**config.mk**
```make
export PLATFORM = sky130hd
export DESIGN_NAME = hazard_ctrl
export DESIGN_NICKNAME = d
export VERILOG_FILES = /design/src/rtl/mips_pkg.sv /design/src/rtl/fwd_sel_calc.sv /design/src/rtl/hazard_ctrl.sv
export SDC_FILE = /design/constraint.sdc
export NUM_CORES = 1
export LEC_CHECK = 0
export BUFFER_PORTS_ARGS = -buffer_cell sky130_fd_sc_hd__buf_2
export CAP_MARGIN = 20
export CORE_MARGIN = 2
export CORE_UTILIZATION = 35
export DETAILED_ROUTE_END_ITERATION = 8
export GPL_ROUTABILITY_DRIVEN = 1
export PLACE_DENSITY_LB_ADDON = 0.3
export SLEW_MARGIN = 15
export SYNTH_ARGS = -nofsm -noshare
export SYNTH_HDL_FRONTEND = slang
export SYNTH_SLANG_ARGS = --single-unit
```
**constraint.sdc**
```tcl
create_clock -name clk -period 1.75 [get_ports clk]
set_input_delay 0.35 -clock clk [delete_from_list [all_inputs] [get_ports clk]]
set_output_delay 0.35 -clock clk [all_outputs]
set_load 0.01 [all_outputs]
```
**src/rtl/mips_pkg.sv**
```systemverilog
// rtl/mips_pkg.sv - shared forwarding-select codes and hazard FSM states
package mips_pkg;

  localparam logic [1:0] FWD_REG = 2'b00;
  localparam logic [1:0] FWD_WB  = 2'b01;
  localparam logic [1:0] FWD_MEM = 2'b10;

  typedef enum logic {
    HZ_RUN     = 1'b0,
    HZ_MD_WAIT = 1'b1
  } hz_state_e;

endpackage

```
**src/rtl/fwd_sel_calc.sv**
```systemverilog
// rtl/fwd_sel_calc.sv - next EX operand-mux select for one source register
module fwd_sel_calc
  import mips_pkg::*;
#(
  parameter int REG_W = 5
) (
  input  logic [REG_W-1:0] src,
  input  logic             src_used,
  input  logic             ex_regwrite,
  input  logic [REG_W-1:0] ex_rd,
  input  logic             mem_regwrite,
  input  logic [REG_W-1:0] mem_rd,
  output logic [1:0]       sel
);

  // The younger producer (EX) wins; $0 is hardwired and never forwarded.
  always_comb begin
    sel = FWD_REG;
    if (src_used && ex_regwrite && (ex_rd != '0) && (ex_rd == src)) begin
      sel = FWD_MEM;
    end else if (src_used && mem_regwrite && (mem_rd != '0) && (mem_rd == src)) begin
      sel = FWD_WB;
    end
  end

endmodule

```
**src/rtl/hazard_ctrl.sv**
```systemverilog
// rtl/hazard_ctrl.sv - forwarding selects, stall/flush and mult/div start control
module hazard_ctrl
  import mips_pkg::*;
#(
  parameter int REG_W = 5,
  parameter int CNT_W = 16
) (
  input  logic             clk,
  input  logic             rst_n,
  input  logic [REG_W-1:0] id_rs,
  input  logic [REG_W-1:0] id_rt,
  input  logic             id_uses_rt,
  input  logic             id_md_op,
  input  logic             id_hilo_rd,
  input  logic             ex_regwrite,
  input  logic             ex_memread,
  input  logic [REG_W-1:0] ex_rd,
  input  logic             mem_regwrite,
  input  logic [REG_W-1:0] mem_rd,
  input  logic             ex_branch_taken,
  input  logic             md_busy,
  output logic [1:0]       fwd_a_sel,
  output logic [1:0]       fwd_b_sel,
  output logic             pc_en,
  output logic             ifid_en,
  output logic             ifid_flush,
  output logic             idex_flush,
  output logic             md_start,
  output logic [CNT_W-1:0] stall_cycles
);

  hz_state_e        state_q, state_d;
  logic [1:0]       fwd_a_q, fwd_a_d, fwd_b_q, fwd_b_d;
  logic [CNT_W-1:0] cnt_q, cnt_d;
  logic [1:0]       next_a, next_b;
  logic             load_use, md_haz, stall, flush, advance;

  fwd_sel_calc #(.REG_W(REG_W)) u_fwd_a (
    .src(id_rs), .src_used(1'b1),
    .ex_regwrite(ex_regwrite), .ex_rd(ex_rd),
    .mem_regwrite(mem_regwrite), .mem_rd(mem_rd),
    .sel(next_a)
  );

  fwd_sel_calc #(.REG_W(REG_W)) u_fwd_b (
    .src(id_rt), .src_used(id_uses_rt),
    .ex_regwrite(ex_regwrite), .ex_rd(ex_rd),
    .mem_regwrite(mem_regwrite), .mem_rd(mem_rd),
    .sel(next_b)
  );

  always_comb begin
    load_use = ex_memread && (ex_rd != '0) &&
               ((ex_rd == id_rs) || (id_uses_rt && (ex_rd == id_rt)));
    md_haz   = (id_md_op || id_hilo_rd) && md_busy;
    flush    = ex_branch_taken;
    state_d  = state_q;
    stall    = 1'b0;
    // A taken branch kills the ID instruction, so no hazard on it matters.
    if (flush) begin
      state_d = HZ_RUN;
    end else if (state_q == HZ_RUN) begin
      stall = load_use || md_haz;
      if (md_haz) state_d = HZ_MD_WAIT;
    end else begin
      stall = md_busy || load_use;
      if (!md_busy) state_d = HZ_RUN;
    end

    pc_en      = !stall;
    ifid_en    = !stall;
    ifid_flush = flush;
    idex_flush = flush || stall;
    advance    = !stall && !flush;
    md_start   = id_md_op && advance;

    fwd_a_d = fwd_a_q;
    fwd_b_d = fwd_b_q;
    if (idex_flush) begin
      fwd_a_d = FWD_REG;
      fwd_b_d = FWD_REG;
    end else if (advance) begin
      fwd_a_d = next_a;
      fwd_b_d = next_b;
    end

    cnt_d = cnt_q;
    if (stall && !(&cnt_q)) cnt_d = cnt_q + 1'b1;
  end

  always_ff @(posedge clk or negedge rst_n) begin
    if (!rst_n) begin
      state_q <= HZ_RUN;
      fwd_a_q <= FWD_REG;
      fwd_b_q <= FWD_REG;
      cnt_q   <= '0;
    end else begin
      state_q <= state_d;
      fwd_a_q <= fwd_a_d;
      fwd_b_q <= fwd_b_d;
      cnt_q   <= cnt_d;
    end
  end

  assign fwd_a_sel    = fwd_a_q;
  assign fwd_b_sel    = fwd_b_q;
  assign stall_cycles = cnt_q;

endmodule

```
==> metrics.yaml <==
pwr:
  ir_worst_vdd_v: 0.000388
  fin_total_pwr_w: 0.00157
  cell_internal_pwr_w: 0.00107
  share_seq_of_total_power_pct: 38.8
  power.clock.fraction_pct: 19.8
  p_per_area_nw_per_um2: 736
  power_switching_share_pct: 32.1
  combinational_share_of_power_pct: 41.4
  total_leakage_power_nw: 1.08
  netSwitchingPower_w: 0.000506
layout:
  ratio_of_cells_with_drive_above_1_in_the_final_layout_pct: 61.1
  layout_common_cells: "sky130_fd_sc_hd__buf_2, sky130_fd_sc_hd__buf_4, sky130_fd_sc_hd__dfrtp_1"
  layout.cells.most_common: "sky130_fd_sc_hd__buf_2"
  design_area_um2: 2140
  regArea_um2: 528
  multi_input_area_um2: 870
  insertedDiodeCount: 0
  synthToLayoutAreaGrowth_pct: 65.8
  num-nets-final: 253
  nFillCells: 305
timing:
  number_of_max_slew_violations_in_the_final_report: 0
  max_clock_freq_mhz: 515
  number_of_failing_hold_endpoints_at_the_final_stage: 0
  finalWorstSetupSlack_ns: -0.192
  finalClockSkew_ns: 0.00622
  finalSetupViolations: 13
  final_period_minus_worst_setup_slack_ns: 1.94
  setup_repair_after_global_routing_missed_its_margin: "yes"
  worstMarginPinSlew_ns: 0.448
  period_utilisation_layout_pct: 111
  setup_tns_ns: -0.967
  slew_limit_headroom_pct: 70.2
  timing.hold.ws_ns: 0.0267
floorplanning:
  coreArea_um2: 3610
  die_x_um: 64.7
  initial_core_util_pct: 35.8
  ios: 55
  design.die.area_um2: 4190
  dieHeight_um: 64.7
  placementRows: 22
global_routing:
  grt_max_degree: 22
  antenna_found_initial: 0
  vias_in_the_first_global_route: 1305
  grt_pass1_wl_um: 5640
  groute.usage.overall_pct: 17.3
  overflow: 0
critical_path:
  critPathLaunchType: "primary input"
  worstPathCellList: "buf_6, xor2_1, nor4_2, nand3_1, a21oi_1, or3b_4, nor2_2, buf_2"
  timing.critical_path.slowest_cell_delay_ns: 0.30
  critPathArrivalTime_ns: 1.59
  timing.critical_path.fanout_max: 3
  endpoint_kind: "primary output"
  timing.critical_path.slowest_stage_cell: "sky130_fd_sc_hd__nor4_2"
  setup.worst_path.class: "primary input to primary output"
  critical_path.n_buffers_inverters: 2
  critical-path-top-delay-family: "simple AND/OR/NAND/NOR gates"
  worst_ep_required_time_ns: 1.40
routing:
  drt_iter0_markers: 29
  detailroute.via_count: 1267
  number_of_nets_still_failing_antenna_checks_after_routing: 0
  drc: 0
  wl_per_cell_um: 12.6
  via_per_inst: 4.71
  detailedRoute.firstPassIterationCount: 4
  totalWireLength_um: 3380
outcome:
  violations_in_the_final_reports: "negative setup slack"
  outcome: "finished, violations left"
run:
  cap_violations: 0
placed_design:
  routabilityCongestion: 0.914
  detailed_place.area_um2: 1920
  io_buffer_count: 54
  place.detailed.hpwl_um: 2660
synth:
  number_of_synthesized_flops_with_an_enable_pin: 0
  mappedNetlistNets: 156
  ys_seq_area_share_pct: 40.7
  synth.ff_latch_count: 21
  synth-warning-count: 0
  ys_async_sr_fraction_pct: 100
  syn_area_per_cell_um2: 10.3
  postSynth.topFlopCell: "sky130_fd_sc_hd__dfrtp_1"
  synthCells: 125
  combined_area_of_all_synthesized_cells_um2: 1290
  netlist_cell_types: 33
clock_tree:
  ctsHoldBuffers: 0
  tritoncts_clock_tree: "built"
  cts_htree_levels: 1
  numCtsBuffers: 3
  worst_skew_pair.late_latency_ns: 0.26
  ctsRootBufferMaster: "sky130_fd_sc_hd__clkbuf_8"
  cts_sinks: 21
  clock_pin_slew_reported_for_the_worst_setup_and_hold_paths_after_clock_tree_synthesis_ns: 0.07
  ctsLongestPathBuffers: 2
hold_path:
  holdCritPathClass: "primary input to async pin"
[flip-flops by register name, summed over array words and instances, names as in the netlist]
name          count
stall_cycles     16
fwd_b_sel         2
fwd_a_sel         2
state_q           1
[cells in the mapped netlist (all sizes together) (2+ instances only)]
cell,n,area share [%]
nor2,10,2.9
nand3,10,5.0
nand4,5,4.1
xor2,15,10
nand2b,2,0.97
nor3,7,2.7
dfrtp,21,41
nand2,10,2.9
o2111ai,2,1.4
a21oi,2,1.1
nor4,3,1.5
inv,2,0.58
buf,3,2.7
xnor2,18,13
mux2,3,2.6
[stage by stage]
step | std cells | utilization (%) | setup WS [ns]
after detailed placement | 260 | 53.3 | -0.390
after CTS | 268 | 57.9 | -0.171
after global routing | 269 | 59.4 | -0.284
final | 269 | 59.4 | -0.192
after global placement | 260 | 53.3 | -0.336
after floorplan | 125 | - | -0.0509
[cell type report]
class / instances / share of cell area (%)
multi-input cells: 98 / 40.6
repair buffers: 96 / 29.5
flip-flops and latches: 21 / 24.7
well taps: 48 / 2.81
clock buffers: 4 / 2.10
inverters: 2 / 0.351
[cell families (layout without fill, tap and decap cells)]
kind of cell | count (synthesis) | in the layout | synth area share [%]
buf+inv | 6 | 102 | 3.58
flops | 21 | 21 | 40.7
xor+xnor | 33 | 33 | 23.5
simple gates | 54 | 54 | 24.0
compound gates | 7 | 7 | 4.55
mux | 3 | 3 | 2.62
fa+ha+maj | 1 | 1 | 0.969
[layer usage]
layer / up-vias / GRT usage (%) / share of wire [%]
li1: 623 / - / -
met1: 591 / 20.2 / 42
met2: 42 / 30.5 / 51
met3: 11 / 3.13 / 3.9
met4: 0 / 8.24 / 2.9
met5: - / 0 / 0
[what timing repair did]
| action | 4_1_cts | 5_1_grt |
|---|---|---|
| gates resized for setup | 21 | 9 |
| buffers inserted | 4 | 1 |
| hold endpoints to repair | 0 | 0 |
| endpoints found under the setup margin | 17 | 20 |
| pin swaps | 19 | 14 |
[power by group through the flow]
stage	clock (W)	combinational (W)	sequential [W]
after floorplan	0	0.000202	0.000694
after global placement	0	0.000559	0.000616
after detailed placement	0	0.000586	0.000620
after CTS	0.000324	0.000621	0.000613
after global routing	0.000343	0.000709	0.000619
final	0.000311	0.000652	0.000611
[worst paths after layout]
| path | cells after the start | slack, ns | startpoint | endpoint |
|---|---|---|---|---|
| min in group clk | 2 | 0.35 | ex_branch_taken | state_q |
| max in group asynchronous | 1 | 1.39 | rst_n | stall_cycles[1] |
| worst max register to register | 6 | -0.04 | stall_cycles[1] | stall_cycles[1] |
| worst min register to register | 1 | 0.52 | stall_cycles[11] | stall_cycles[11] |
| worst max-delay path | 8 | -0.19 | id_rt[2] | md_start |
| worst min-delay path | 1 | 0.03 | rst_n | stall_cycles[6] |
Power figures use the tool's default switching activity.
